File: src/rtl/dram_arbiter_if.sv
// dram_arbiter_if: groups the CPU, DMA and DRAM-controller signals of the
// DRAM arbiter into one bundle.
//   CPU side : CPU_AS/CS/RW/UDS/LDS/ADDR in, CPU_DTACK out (68000 style, active-low)
//   DMA side : DMA_REQ/RW/BE/ADDR in, DMA_GNT/DMA_DONE out
//   MEM side : MEM_REQ/RW/UDS/LDS/ADDR, MEM_REF_REQ out; MEM_ACK, MEM_REF_ACK in
//   status   : REF_OVERRUN out
// modport master is the arbiter itself; slave is everything around it.
interface dram_arbiter_if;
  logic        CPU_AS;
  logic        CPU_CS;
  logic        CPU_RW;
  logic        CPU_UDS;
  logic        CPU_LDS;
  logic [22:0] CPU_ADDR;
  logic        CPU_DTACK;

  logic        DMA_REQ;
  logic        DMA_RW;
  logic [1:0]  DMA_BE;
  logic [22:0] DMA_ADDR;
  logic        DMA_GNT;
  logic        DMA_DONE;

  logic        MEM_REQ;
  logic        MEM_RW;
  logic        MEM_UDS;
  logic        MEM_LDS;
  logic [22:0] MEM_ADDR;
  logic        MEM_ACK;
  logic        MEM_REF_REQ;
  logic        MEM_REF_ACK;

  logic        REF_OVERRUN;

  modport master (
    input  CPU_AS, CPU_CS, CPU_RW, CPU_UDS, CPU_LDS, CPU_ADDR,
    output CPU_DTACK,
    input  DMA_REQ, DMA_RW, DMA_BE, DMA_ADDR,
    output DMA_GNT, DMA_DONE,
    output MEM_REQ, MEM_RW, MEM_UDS, MEM_LDS, MEM_ADDR, MEM_REF_REQ,
    input  MEM_ACK, MEM_REF_ACK,
    output REF_OVERRUN
  );

  modport slave (
    output CPU_AS, CPU_CS, CPU_RW, CPU_UDS, CPU_LDS, CPU_ADDR,
    input  CPU_DTACK,
    output DMA_REQ, DMA_RW, DMA_BE, DMA_ADDR,
    input  DMA_GNT, DMA_DONE,
    input  MEM_REQ, MEM_RW, MEM_UDS, MEM_LDS, MEM_ADDR, MEM_REF_REQ,
    output MEM_ACK, MEM_REF_ACK,
    input  REF_OVERRUN
  );
endinterface

File: src/rtl/dram_arbiter.sv
// dram_arbiter: chooses the next DRAM controller operation among CPU access,
// DMA access and refresh, and owns the refresh schedule.
//   CLK  : system clock, rising edge
//   RST  : asynchronous active-high reset
//   bus  : dram_arbiter_if.master (CPU, DMA, MEM and status signals)
// Priority in IDLE: urgent refresh > CPU/DMA round-robin > idle-time refresh.
module dram_arbiter #(
  parameter int REFRESH_INTERVAL = 150,  // CLK cycles per refresh tick (2..256)
  parameter int MAX_PENDING      = 2     // pending count that forces refresh (1..7)
) (
  input logic          CLK,
  input logic          RST,
  dram_arbiter_if.master bus
);

  typedef enum logic [2:0] {IDLE, CPU_ACC, CPU_END, DMA_ACC, REF} state_t;

  state_t     state;
  logic [7:0] tick_cnt;
  logic [2:0] pending;
  logic       last_dma;   // 1: DMA was served last, so CPU wins a tie
  logic       tick;
  logic       cpu_req, dma_req, urgent;
  logic       ref_gnt, cpu_gnt, dma_gnt;

  assign tick = (tick_cnt == 8'(REFRESH_INTERVAL - 1));

  always_comb begin
    cpu_req = ~bus.CPU_CS & ~bus.CPU_AS;
    dma_req = bus.DMA_REQ;
    urgent  = (pending >= 3'(MAX_PENDING));
    ref_gnt = 1'b0;
    cpu_gnt = 1'b0;
    dma_gnt = 1'b0;
    if (state == IDLE) begin
      if (urgent)                    ref_gnt = 1'b1;
      else if (cpu_req && dma_req)   begin cpu_gnt = last_dma; dma_gnt = ~last_dma; end
      else if (cpu_req)              cpu_gnt = 1'b1;
      else if (dma_req)              dma_gnt = 1'b1;
      else if (pending != 3'd0)      ref_gnt = 1'b1;
    end
  end

  // Refresh scheduler: pending counts ticks not yet granted, saturating at 7.
  always_ff @(posedge CLK or posedge RST) begin
    if (RST) begin
      tick_cnt        <= '0;
      pending         <= '0;
      bus.REF_OVERRUN <= 1'b0;
    end else begin
      tick_cnt <= tick ? 8'd0 : tick_cnt + 8'd1;
      case ({tick, ref_gnt})
        2'b10:   if (pending != 3'd7) pending <= pending + 3'd1;
        2'b01:   pending <= pending - 3'd1;
        default: ;
      endcase
      // A tick is only lost when it cannot be counted and no grant offsets it.
      if (tick && !ref_gnt && pending == 3'd7) bus.REF_OVERRUN <= 1'b1;
    end
  end

  always_ff @(posedge CLK or posedge RST) begin
    if (RST) begin
      state           <= IDLE;
      last_dma        <= 1'b1;
      bus.CPU_DTACK   <= 1'b1;
      bus.DMA_GNT     <= 1'b0;
      bus.DMA_DONE    <= 1'b0;
      bus.MEM_REQ     <= 1'b0;
      bus.MEM_REF_REQ <= 1'b0;
      bus.MEM_RW      <= 1'b1;
      bus.MEM_UDS     <= 1'b1;
      bus.MEM_LDS     <= 1'b1;
      bus.MEM_ADDR    <= '0;
    end else begin
      bus.DMA_DONE <= 1'b0;
      case (state)
        IDLE: begin
          if (ref_gnt) begin
            bus.MEM_REF_REQ <= 1'b1;
            state           <= REF;
          end else if (cpu_gnt) begin
            bus.MEM_REQ  <= 1'b1;
            bus.MEM_ADDR <= bus.CPU_ADDR;
            bus.MEM_RW   <= bus.CPU_RW;
            bus.MEM_UDS  <= bus.CPU_UDS;
            bus.MEM_LDS  <= bus.CPU_LDS;
            last_dma     <= 1'b0;
            state        <= CPU_ACC;
          end else if (dma_gnt) begin
            bus.MEM_REQ  <= 1'b1;
            bus.MEM_ADDR <= bus.DMA_ADDR;
            bus.MEM_RW   <= bus.DMA_RW;
            bus.MEM_UDS  <= ~bus.DMA_BE[1];
            bus.MEM_LDS  <= ~bus.DMA_BE[0];
            bus.DMA_GNT  <= 1'b1;
            last_dma     <= 1'b1;
            state        <= DMA_ACC;
          end
        end
        CPU_ACC: begin
          if (bus.MEM_ACK) begin
            bus.MEM_REQ <= 1'b0;
            // A CPU that already ended its bus cycle gets no DTACK.
            if (!bus.CPU_AS) begin
              bus.CPU_DTACK <= 1'b0;
              state         <= CPU_END;
            end else begin
              state <= IDLE;
            end
          end
        end
        CPU_END: begin
          // Wait for AS to rise so the same bus cycle is not granted twice.
          if (bus.CPU_AS) begin
            bus.CPU_DTACK <= 1'b1;
            state         <= IDLE;
          end
        end
        DMA_ACC: begin
          if (bus.MEM_ACK) begin
            bus.MEM_REQ  <= 1'b0;
            bus.DMA_GNT  <= 1'b0;
            bus.DMA_DONE <= 1'b1;
            state        <= IDLE;
          end
        end
        REF: begin
          if (bus.MEM_REF_ACK) begin
            bus.MEM_REF_REQ <= 1'b0;
            state           <= IDLE;
          end
        end
        default: state <= IDLE;
      endcase
    end
  end

endmodule

File: src/flat_wrapper.sv
// flat-port wrapper written by rule: the top's interface ports become plain ports
module dram_arbiter_flat 
#(
  parameter int REFRESH_INTERVAL = 150,                                         
  parameter int MAX_PENDING      = 2                                                
)
  (CLK, RST, bus_CPU_AS, bus_CPU_CS, bus_CPU_RW, bus_CPU_UDS, bus_CPU_LDS, bus_CPU_ADDR, bus_CPU_DTACK, bus_DMA_REQ, bus_DMA_RW, bus_DMA_BE, bus_DMA_ADDR, bus_DMA_GNT, bus_DMA_DONE, bus_MEM_REQ, bus_MEM_RW, bus_MEM_UDS, bus_MEM_LDS, bus_MEM_ADDR, bus_MEM_REF_REQ, bus_MEM_ACK, bus_MEM_REF_ACK, bus_REF_OVERRUN);
  dram_arbiter_if bus_i ();
  input logic CLK;
  input logic RST;
  input wire logic [$bits(bus_i.CPU_AS)-1:0] bus_CPU_AS;
  input wire logic [$bits(bus_i.CPU_CS)-1:0] bus_CPU_CS;
  input wire logic [$bits(bus_i.CPU_RW)-1:0] bus_CPU_RW;
  input wire logic [$bits(bus_i.CPU_UDS)-1:0] bus_CPU_UDS;
  input wire logic [$bits(bus_i.CPU_LDS)-1:0] bus_CPU_LDS;
  input wire logic [$bits(bus_i.CPU_ADDR)-1:0] bus_CPU_ADDR;
  output wire logic [$bits(bus_i.CPU_DTACK)-1:0] bus_CPU_DTACK;
  input wire logic [$bits(bus_i.DMA_REQ)-1:0] bus_DMA_REQ;
  input wire logic [$bits(bus_i.DMA_RW)-1:0] bus_DMA_RW;
  input wire logic [$bits(bus_i.DMA_BE)-1:0] bus_DMA_BE;
  input wire logic [$bits(bus_i.DMA_ADDR)-1:0] bus_DMA_ADDR;
  output wire logic [$bits(bus_i.DMA_GNT)-1:0] bus_DMA_GNT;
  output wire logic [$bits(bus_i.DMA_DONE)-1:0] bus_DMA_DONE;
  output wire logic [$bits(bus_i.MEM_REQ)-1:0] bus_MEM_REQ;
  output wire logic [$bits(bus_i.MEM_RW)-1:0] bus_MEM_RW;
  output wire logic [$bits(bus_i.MEM_UDS)-1:0] bus_MEM_UDS;
  output wire logic [$bits(bus_i.MEM_LDS)-1:0] bus_MEM_LDS;
  output wire logic [$bits(bus_i.MEM_ADDR)-1:0] bus_MEM_ADDR;
  output wire logic [$bits(bus_i.MEM_REF_REQ)-1:0] bus_MEM_REF_REQ;
  input wire logic [$bits(bus_i.MEM_ACK)-1:0] bus_MEM_ACK;
  input wire logic [$bits(bus_i.MEM_REF_ACK)-1:0] bus_MEM_REF_ACK;
  output wire logic [$bits(bus_i.REF_OVERRUN)-1:0] bus_REF_OVERRUN;
  assign bus_i.CPU_AS = bus_CPU_AS;
  assign bus_i.CPU_CS = bus_CPU_CS;
  assign bus_i.CPU_RW = bus_CPU_RW;
  assign bus_i.CPU_UDS = bus_CPU_UDS;
  assign bus_i.CPU_LDS = bus_CPU_LDS;
  assign bus_i.CPU_ADDR = bus_CPU_ADDR;
  assign bus_CPU_DTACK = bus_i.CPU_DTACK;
  assign bus_i.DMA_REQ = bus_DMA_REQ;
  assign bus_i.DMA_RW = bus_DMA_RW;
  assign bus_i.DMA_BE = bus_DMA_BE;
  assign bus_i.DMA_ADDR = bus_DMA_ADDR;
  assign bus_DMA_GNT = bus_i.DMA_GNT;
  assign bus_DMA_DONE = bus_i.DMA_DONE;
  assign bus_MEM_REQ = bus_i.MEM_REQ;
  assign bus_MEM_RW = bus_i.MEM_RW;
  assign bus_MEM_UDS = bus_i.MEM_UDS;
  assign bus_MEM_LDS = bus_i.MEM_LDS;
  assign bus_MEM_ADDR = bus_i.MEM_ADDR;
  assign bus_MEM_REF_REQ = bus_i.MEM_REF_REQ;
  assign bus_i.MEM_ACK = bus_MEM_ACK;
  assign bus_i.MEM_REF_ACK = bus_MEM_REF_ACK;
  assign bus_REF_OVERRUN = bus_i.REF_OVERRUN;
  dram_arbiter #(.REFRESH_INTERVAL(REFRESH_INTERVAL), .MAX_PENDING(MAX_PENDING)) u_core (.CLK(CLK), .RST(RST), .bus(bus_i));
endmodule
File: config.mk
export PLATFORM = sky130hd
export DESIGN_NAME = dram_arbiter_flat
export DESIGN_NICKNAME = d
export VERILOG_FILES = /design/src/rtl/dram_arbiter_if.sv /design/src/rtl/dram_arbiter.sv /design/src/flat_wrapper.sv
export SDC_FILE = /design/constraint.sdc
export NUM_CORES = 1
export LEC_CHECK = 0
export CORE_MARGIN = 2
export CORE_UTILIZATION = 30
export DETAILED_ROUTE_END_ITERATION = 7
export SETUP_SLACK_MARGIN = 0.3
export SYNTH_ARGS = -nofsm -noshare
export SYNTH_HDL_FRONTEND = slang
export SYNTH_SLANG_ARGS = --single-unit
export TNS_END_PERCENT = 50
File: constraint.sdc
create_clock -name CLK -period 3.15 [get_ports CLK]
set_input_delay 0.4725 -clock CLK [delete_from_list [all_inputs] [get_ports CLK]]
set_output_delay 0.4725 -clock CLK [all_outputs]
set_load 0.02 [all_outputs]
==> run summary <==
status = finished, final reports clean
Layout area overhead = 46.1%
vias per cell = 4.63
Clock transition at path regs = 0.09 ns
Final WS setup = 0.665 ns
Root Buffer = clkbuf_8
CP Data Arrival Time = 2.66 ns
post-CTS resize count = 0
combinational power share = 49.8%
r2r startpoint = u_core.state[1]
setup slack at placement = 0.358 ns
Post-Syn Area = 2330 sq um
vias post-DR = 1963
Chip Width = 92.2 um
starting DRC count in detailed routing = 77
routability cong. = 0.809
Setup violations, final = 0
synth unique cells = 46
Slew HR = 69.0%
gr ovfl total = 0
total negative slack = 0 ns
ANT nets after route = 0
# Post-CTS Setup Buffers = 0
CP Capture Type = flop
Synth top area share = 45.0%
I/O pin count = 91
Switch Pwr = 1.07 mW
CTS tree = yes
synthesized area per cell = 10.1 sq um
antenna violations before repair = 0
sequential share of the synthesized area = 50.6%
Synth Flop Type = dfrtp_1
max-slew violation count = 0
wire per inst = 12.5 um
Std-Cell Rows = 32
Commonest cells post-synth = dfrtp_1 (42), nand2_1 (32), mux2i_1 (24)
leakage = 1.58 nW
Mapped Nets = 294
max-cap violations = 0
drc violations = 0
final wirelength = 5310 um
number of synthesized flops with an enable pin = 0
worst IR drop on VDD = 279 uV
Initial DRT Pass Iterations = 4
share of power burned in registers = 37.0%
Pwr Density = 804 nW/um^2
HPWL Detailed = 3940 um
Die ar. = 8500 sq um
FF+latch count, synth = 47
crit path max fanout = 6
switch share = 39.0%
share of post-route cells with drive strength above 1 = 7.14%
cell-internal power = 1.67 mW
Gate Count Post-Synth = 232
count leader, synth = dfrtp_1
clock sink count = 47
Worst-Skew Late Latency = 0.29 ns
RSZ-0062 raised after global routing = no
Port Buffers = 90
crit start category = input port
Slew @ Worst Pin = 0.464 ns
Yosys warnings = 0
Initial Utilization = 30.5%
vias in the first global route = 1899
Core Region = 7650 sq um
first-pass GRT wire length = 8820 um
GRT Util Overall = 12.9%
Synth async-reset ratio = 100%
Hold Path Class = input port to async pin
Synth area leader = dfrtp_1
clock buffer depth = 2
Worst Skew = 0.00954 ns
H-tree depth = 2
# diodes = 0
fmax = 0.402 GHz
Clock Power Share = 13.2%
Num CTS Buffers = 5
Die Y-Extent = 92.2 um
final hold vios = 0
Crit Path Class = input port to flop
critical path data required time = 3.33 ns
top cells by area, synth = dfrtp_1 (45%), mux2i_1 (10%), dfstp_2 (5.6%)
Critical Path Start = bus_CPU_AS
largest net degree at the start of global routing = 50
hold_buf cts = 0
Final Critical Period = 2.49 ns
Layout Nets = 384
fin crit share = 78.9%
-- cells by family after synthesis --
family	after synthesis	synth area share [%]
buf+inv	17	3.91
mux	24	10.3
simple gates	80	17.2
xor+xnor	7	2.63
flops	47	50.6
compound gates	54	13.4
fa+ha+maj	3	1.93
-- worst paths after layout --
kind | slack (ns) | cells past startpoint | endpoint
setup / recovery | 0.66 | 10 | u_core.pending[2]
hold / removal | 0.47 | 2 | u_core.bus.MEM_ADDR[16]
setup reg to reg | 0.86 | 9 | u_core.pending[2]
hold reg to reg | 0.48 | 1 | u_core.bus.REF_OVERRUN
max in group asynchronous | 1.92 | 3 | u_core.last_dma
min in group CLK | 0.48 | 1 | u_core.bus.REF_OVERRUN
-- worst max-delay path, stage by stage --
cell and delay (ns):
clkdlybuf4s50_1 0.54, o21bai_1 0.15, o21ai_1 0.18, and2_0 0.31
nand2_1 0.12, fa_1 0.43, a21oi_1 0.15, nand2_1 0.06
o211ai_1 0.15, o21ai_0 0.10
-- through the flow --
stage | cell area, sq um | power [mW] | hold WS [ns] | instances | utilization [%]
floorplan | 2330 | 1.83 | 0.461 | 232 | -
CTS | 3410 | 2.79 | 0.483 | 424 | 44.6
global route | 3410 | 2.96 | 0.503 | 424 | 44.6
global placement | 3320 | 2.38 | 0.454 | 417 | 43.5
detailed placement | 3320 | 2.41 | 0.463 | 417 | 43.5
finish | 3410 | 2.74 | 0.468 | 424 | 44.6
-- registers in the layout, summed over array words and instances (netlist names), 3 cells and up --
register,cells
u_core.tick_cnt,8
u_core.state,3
u_core.pending,3
u_core.bus.MEM_ADDR,23
-- power groups by stage --
stage                     logic (mW)  clock network, mW  registers, mW
after floorplan                0.619                  0           1.21
after detailed placement        1.38                  0           1.03
after CTS                       1.39              0.384           1.02
final                           1.36              0.363           1.01
after global placement          1.36                  0           1.02
after global routing            1.51              0.403           1.05
-- cell usage in the layout (no fill, tap or decap), types with 3 or more instances in the layout --
master | netlist | routed
o21ai_1 | 21 | 21
nor3_1 | 3 | 3
nand2b_1 | 3 | 3
clkdlybuf4s50_1 | 0 | 90
nor2b_1 | 3 | 3
nand2_1 | 32 | 32
mux2i_1 | 24 | 24
a21oi_1 | 8 | 8
o21ai_0 | 9 | 9
and3_1 | 5 | 5
nand3_1 | 5 | 5
xnor2_1 | 5 | 5
clkbuf_8 | 0 | 6
dfstp_2 | 5 | 5
dfrtp_1 | 42 | 42
buf_4 | 1 | 4
nor2_1 | 16 | 16
a31oi_1 | 4 | 4
inv_1 | 6 | 5
-- area by class of cell --
cell class / instances / area, sq um
inverter: 6 / 22.5
timing repair buffer: 94 / 931
tap: 102 / 128
clock inverter: 1 / 5.00
fill: 760 / 4240
sequential: 47 / 1180
multi-input combinational: 168 / 1060
clock buffer: 6 / 82.6
-- routing by layer --
| metal | global-route usage, % | share of wire, % | up-vias |
|---|---|---|---|
| met5 | 0 | 0 | - |
| met4 | 2.99 | 0.87 | 0 |
| met3 | 4.27 | 7.0 | 4 |
| met2 | 21.9 | 48 | 67 |
| met1 | 15.8 | 44 | 906 |
| li1 | - | - | 986 |
No activity file was read; power rests on OpenSTA's default activity.
==> RTL edit 1: new RTL, same flow settings <==
Reset style: synchronous (`RST`), changed in 2 clocked blocks. Comments in the files are not updated.
--- a/src/rtl/dram_arbiter.sv
+++ b/src/rtl/dram_arbiter.sv
@@ -43,5 +43,5 @@
 
   // Refresh scheduler: pending counts ticks not yet granted, saturating at 7.
-  always_ff @(posedge CLK or posedge RST) begin
+  always_ff @(posedge CLK) begin
     if (RST) begin
       tick_cnt        <= '0;
@@ -60,5 +60,5 @@
   end
 
-  always_ff @(posedge CLK or posedge RST) begin
+  always_ff @(posedge CLK) begin
     if (RST) begin
       state           <= IDLE;
Check against the original RTL: differs if RST is asserted again (counterexample within 4 cycles, from zero or initial values and one cycle with RST high); with RST held inactive, the same outputs for 10 cycles.
==> RTL edit 1 against the original RTL <==
  * Combinational power up 8%
  * Design area shrank 0.95%
  * Die area shrank 1.1%
  * Area after synthesis decreased by 1.1%
  * Setup slack worse by 0.11 ns
  * Register-to-register slack about the same
  * Sequential cell count unchanged
  * Critical endpoint is now u_core.pending[2]$_SDFFE_PP0P_
  * Synthesized cell count increased by 6.0%
  * Clock skew is 0.0042 ns lower
  * Cell count up 1.9%
  * Total power up 1.4%
  * Global-route usage grew 0.14 points
  * Routed wire length increased by 2.4%
  * Via count grew 3.0%
==> RTL edit 1: results (changes against the original RTL) <==
hpwl_mm: 3.94  # about the same
drive_above_1_share_pct: 11.7  # was 7.14%
wl_met3_um: 412  # was 370 um
cts_max_level: 2  # unchanged
io_buffers: 90  # unchanged
synth_warnings: 0  # unchanged
dr_wl_met2_mm: 2.34  # was 2.55 mm
p_leak_uw: 0.00121  # was 0.00158 uW
fin_worst_skew_ns: 0.00537  # was 0.00954 ns
crit_family: "buffers and inverters"  # was compound AO/OA/AOI/OAI gates
gr-usage-met2_pct: 20.6  # was 21.9%
post_cts_buffers: 0  # unchanged
wl_per_cell_um: 12.6  # was 12.5 um
synth_area_leaders: "dfxtp_1 41%, mux2i_1 11%, a211oi_2 8.1%"  # was dfrtp_1 45%, mux2i_1 10%, dfstp_2 5.6%
crit_start: "bus_DMA_REQ"  # was bus_CPU_AS
drt-met1-wl_mm: 2.62  # was 2.34 mm
timing.rr.start: "u_core.tick_cnt[1]$_SDFF_PP0_"  # was u_core.state[1]$_DFFE_PP0P_
synth_xor_area_share_pct: 2.28  # was 2.63%
use_met3_pct: 3.70  # was 4.27%
insertion_delay_ns: 0.30
synth_compound_area_share_pct: 18.6  # was 13.4%
status: "finished clean"  # unchanged
drt-initial-drc-count: 51  # was 77
holdPathStages: 2
rrSetupSlack_ns: 0.86  # about the same
setup.worst_path.end_class: "flop"  # unchanged
cts_root_buf: "clkbuf_8"  # unchanged
topRoutingLayerUsed: "met4"  # unchanged
clockBufferDepth: 2  # unchanged
ys_async_sr_fraction_pct: 0  # was 100%
cp_max_fo: 6  # unchanged
hp-class: "flop to flop"  # was primary input to asynchronous set/reset pin
grtUsageMet1_pct: 17.4  # was 15.8%
cp_data_arrival_time_ns: 2.79  # was 2.66 ns
ir_worst_vdd_uv: 444  # was 279 uV
synthesis.nets: 308  # was 294
dr.pass1.iters: 4  # unchanged
fmaxAchievable_mhz: 386  # was 402 MHz
grt_pass1_vias: 1897  # was 1,899
via_per_inst: 4.68  # was 4.63
ys_seq_area_share_pct: 40.8  # was 50.6%
grt_use_total_pct: 13.0  # was 12.9%
ys_types: 45  # was 46
grt_pass1_wl_mm: 9.01  # was 8.82 mm
ys_top_cells_by_count: "47 x dfxtp_1, 44 x nor2_1, 25 x mux2i_1"  # was 42 x dfrtp_1, 32 x nand2_1, 24 x mux2i_1
r2r_cells: 10  # was 9
synth_fa_ha_area_share_pct: 1.95  # was 1.93%
hold_end: "u_core.bus.CPU_DTACK$_SDFFE_PP1P_"
synthMuxAreaShare_pct: 11.3  # was 10.3%
tightest_slew_ns: 0.717  # was 0.464 ns
n_fill_cell: 706  # was 760
fin_nets: 394  # was 384
cts_resized: 0  # unchanged
slowest_delay_ns: 0.47  # was 0.54 ns
r2r_end: "u_core.pending[2]$_SDFFE_PP0P_"  # was u_core.pending[2]$_DFFE_PP0P_
gp_congestion: 0.805  # was 0.809
placed_area_mm2: 0.00327  # was 0.00332 mm^2
==> RTL edit 1: cell types whose count changed after synthesis, moves of 6 or more <==
cell	delta
a211oi_2	+15
nand2_1	-21
nor2_1	+28
o21ai_1	-21
a211oi_1	+8
dfrtp_1	-42
dfxtp_1	+47
o21ai_0	-6
==> RTL edit 1: through the flow <==
step	utilization [%]	setup WS (ns)	cells	total power [uW]	hold slack, ns
final	45.9	0.559	432	2780	0.463
after floorplan	-	0.846	246	1910	0.453
after detailed placement	44.4	0.0982	424	2400	0.451
after global placement	44.4	0.178	424	2380	0.444
after CTS	45.8	0.432	432	2810	0.466
after global routing	45.9	0.417	432	2990	0.493
==> RTL edit 1: power breakdown <==
part	switching [uW]	total, uW	internal, uW
Combinational	795	1470	677
Clock	201	401	200
Sequential	120	908	787
==> RTL edit 1: area by class of cell <==
| type | instances | area (um^2) | area share (%) |
|---|---|---|---|
| Sequential cell | 47 | 941 | 27.8 |
| Tap cell | 99 | 124 | 3.67 |
| Timing Repair Buffer | 96 | 941 | 27.8 |
| Clock inverter | 1 | 7.51 | 0.222 |
| Inverter | 7 | 26.3 | 0.777 |
| Multi-Input combinational cell | 175 | 1240 | 36.8 |
| Clock buffer | 7 | 96.3 | 2.85 |
==> RTL edit 1: cell families (layout without fill, tap and decap cells) <==
kind of cell               Yosys count  after routing
muxes                               26             26
adders and majority gates            3              3
DFF                                 47             47
and+or+nand+nor                     89             89
buffers and inverters               24            111
AOI/OAI and AO/OA                   51             51
xor gates and xnor gates             6              6
==> RTL edit 1: worst register-to-register path, cell delays in order, from the launching register on <==
cell and delay (ns):
dfxtp_1 0.39, inv_1 0.06, ha_1 0.17, nand4b_1 0.10, nor4b_1 0.06, buf_4 0.15, nor3_2 0.27, inv_1 0.10
fa_1 0.39, mux2i_1 0.17, mux2_2 0.34
==> RTL edit 2: new RTL, same flow settings <==
Without the edit above. `REFRESH_INTERVAL` is set to 150 in 2 places; all go to 128.
--- a/src/rtl/dram_arbiter.sv
+++ b/src/rtl/dram_arbiter.sv
@@ -6,5 +6,5 @@
 // Priority in IDLE: urgent refresh > CPU/DMA round-robin > idle-time refresh.
 module dram_arbiter #(
-  parameter int REFRESH_INTERVAL = 150,  // CLK cycles per refresh tick (2..256)
+  parameter int REFRESH_INTERVAL = 128,  // CLK cycles per refresh tick (2..256)
   parameter int MAX_PENDING      = 2     // pending count that forces refresh (1..7)
 ) (
--- a/src/flat_wrapper.sv
+++ b/src/flat_wrapper.sv
@@ -2,5 +2,5 @@
 module dram_arbiter_flat 
 #(
-  parameter int REFRESH_INTERVAL = 150,                                         
+  parameter int REFRESH_INTERVAL = 128,                                         
   parameter int MAX_PENDING      = 2                                                
 )
Formal check against the unedited RTL: same outputs for any inputs over 10 cycles, from zero or initial values and one cycle with RST high; that may be too few to reach the edited logic, so the function may still have changed.
==> RTL edit 2 against the original RTL <==
  * Area after synthesis down 3.8%
  * Setup slack better by 0.0063 ns
  * Sequential cell count stayed put
  * Die area shrank 3.6%
  * Design area shrank 1.6%
  * Routed wire length fell by 6.4%
  * Register-to-register slack worse by 0.03 ns
  * Total power down 14%
  * Largest cell class unchanged
==> RTL edit 2: results (changes against the original RTL) <==
wl_per_cell_um: 11.9  # was 12.5 um
vias: 1883  # was 1,963
multi_input_area_share_pct: 29.2  # was 31.1%
synth_compound_area_share_pct: 14.3  # was 13.4%
whs_ns: 0.465  # was 0.468 ns
synth_area_leaders: "dfrtp_1 47%, mux2i_1 12%, nand2_1 6.9%"  # was dfrtp_1 45%, mux2i_1 10%, dfstp_2 5.6%
nonClkBufAreaFrac_pct: 28.3  # was 27.3%
gr-usage-met2_pct: 19.6  # was 21.9%
ys_top_cells_by_count: "42 x dfrtp_1, 41 x nand2_1, 26 x mux2i_1"  # was 42 x dfrtp_1, 32 x nand2_1, 24 x mux2i_1
cp_data_arrival_time_ns: 2.65  # was 2.66 ns
grt_pass1_wl_mm: 8.34  # was 8.82 mm
status: "finished clean"  # unchanged
timing.rr.start: "u_core.tick_cnt[0]$_DFF_PP0_"  # was u_core.state[1]$_DFFE_PP0P_
grt_pass1_vias: 1828  # was 1,899
n_all_buffers: 95  # was 94
multiInputCombCellCount: 157  # was 168
endpoint: "u_core.pending[1]$_DFFE_PP0P_"  # was u_core.pending[2]$_DFFE_PP0P_
synth_xor_area_share_pct: 1.95  # was 2.63%
synthMuxAreaShare_pct: 11.6  # was 10.3%
synth.avg_cell_area_um2: 10.0  # was 10.1 um^2
via_per_inst: 4.53  # was 4.63
dp.cells: 408  # was 417
area_growth_pct: 49.5  # was 46.1%
grtUsageMet1_pct: 15.6  # was 15.8%
drt-initial-drc-count: 59  # was 77
drive_above_1_share_pct: 6.94  # was 7.14%
clkCellAreaFrac_pct: 2.42  # was 2.57%
hpwl_mm: 3.83  # was 3.94 mm
fmaxAchievable_mhz: 403  # was 402 MHz
cp_max_fo: 5  # was 6
RTL edit 2: changes by cell type after synthesis, moves of 3 or more:
cell and change:
o21ai_0 +15, o21ai_1 -11, nor2_1 -3, and3_1 -3, inv_1 +4, nand2_1 +9, xnor2_1 -3, a31oi_1 -4
RTL edit 2: worst max-delay path: stages:
cell and delay, ns:
clkdlybuf4s50_1 0.47, nor2_1 0.11, o31ai_2 0.36, and3_4 0.27, inv_1 0.07, fa_1 0.51
mux2i_1 0.08, a22oi_1 0.20, o21ai_0 0.11
RTL edit 2: power by group:
| group | switching [uW] | internal, uW | leakage [uW] |
|---|---|---|---|
| combinational | 532 | 512 | 0.000958 |
| sequential | 140 | 819 | 0.000576 |
| clock | 190 | 156 | 0.0000422 |
| total | 863 | 1490 | 0.00158 |
RTL edit 2: routing by layer:
metal	vias up	wire, um
li1	954	-
met1	862	2160
met2	63	2350
met3	4	428
met4	0	34
met5	-	0
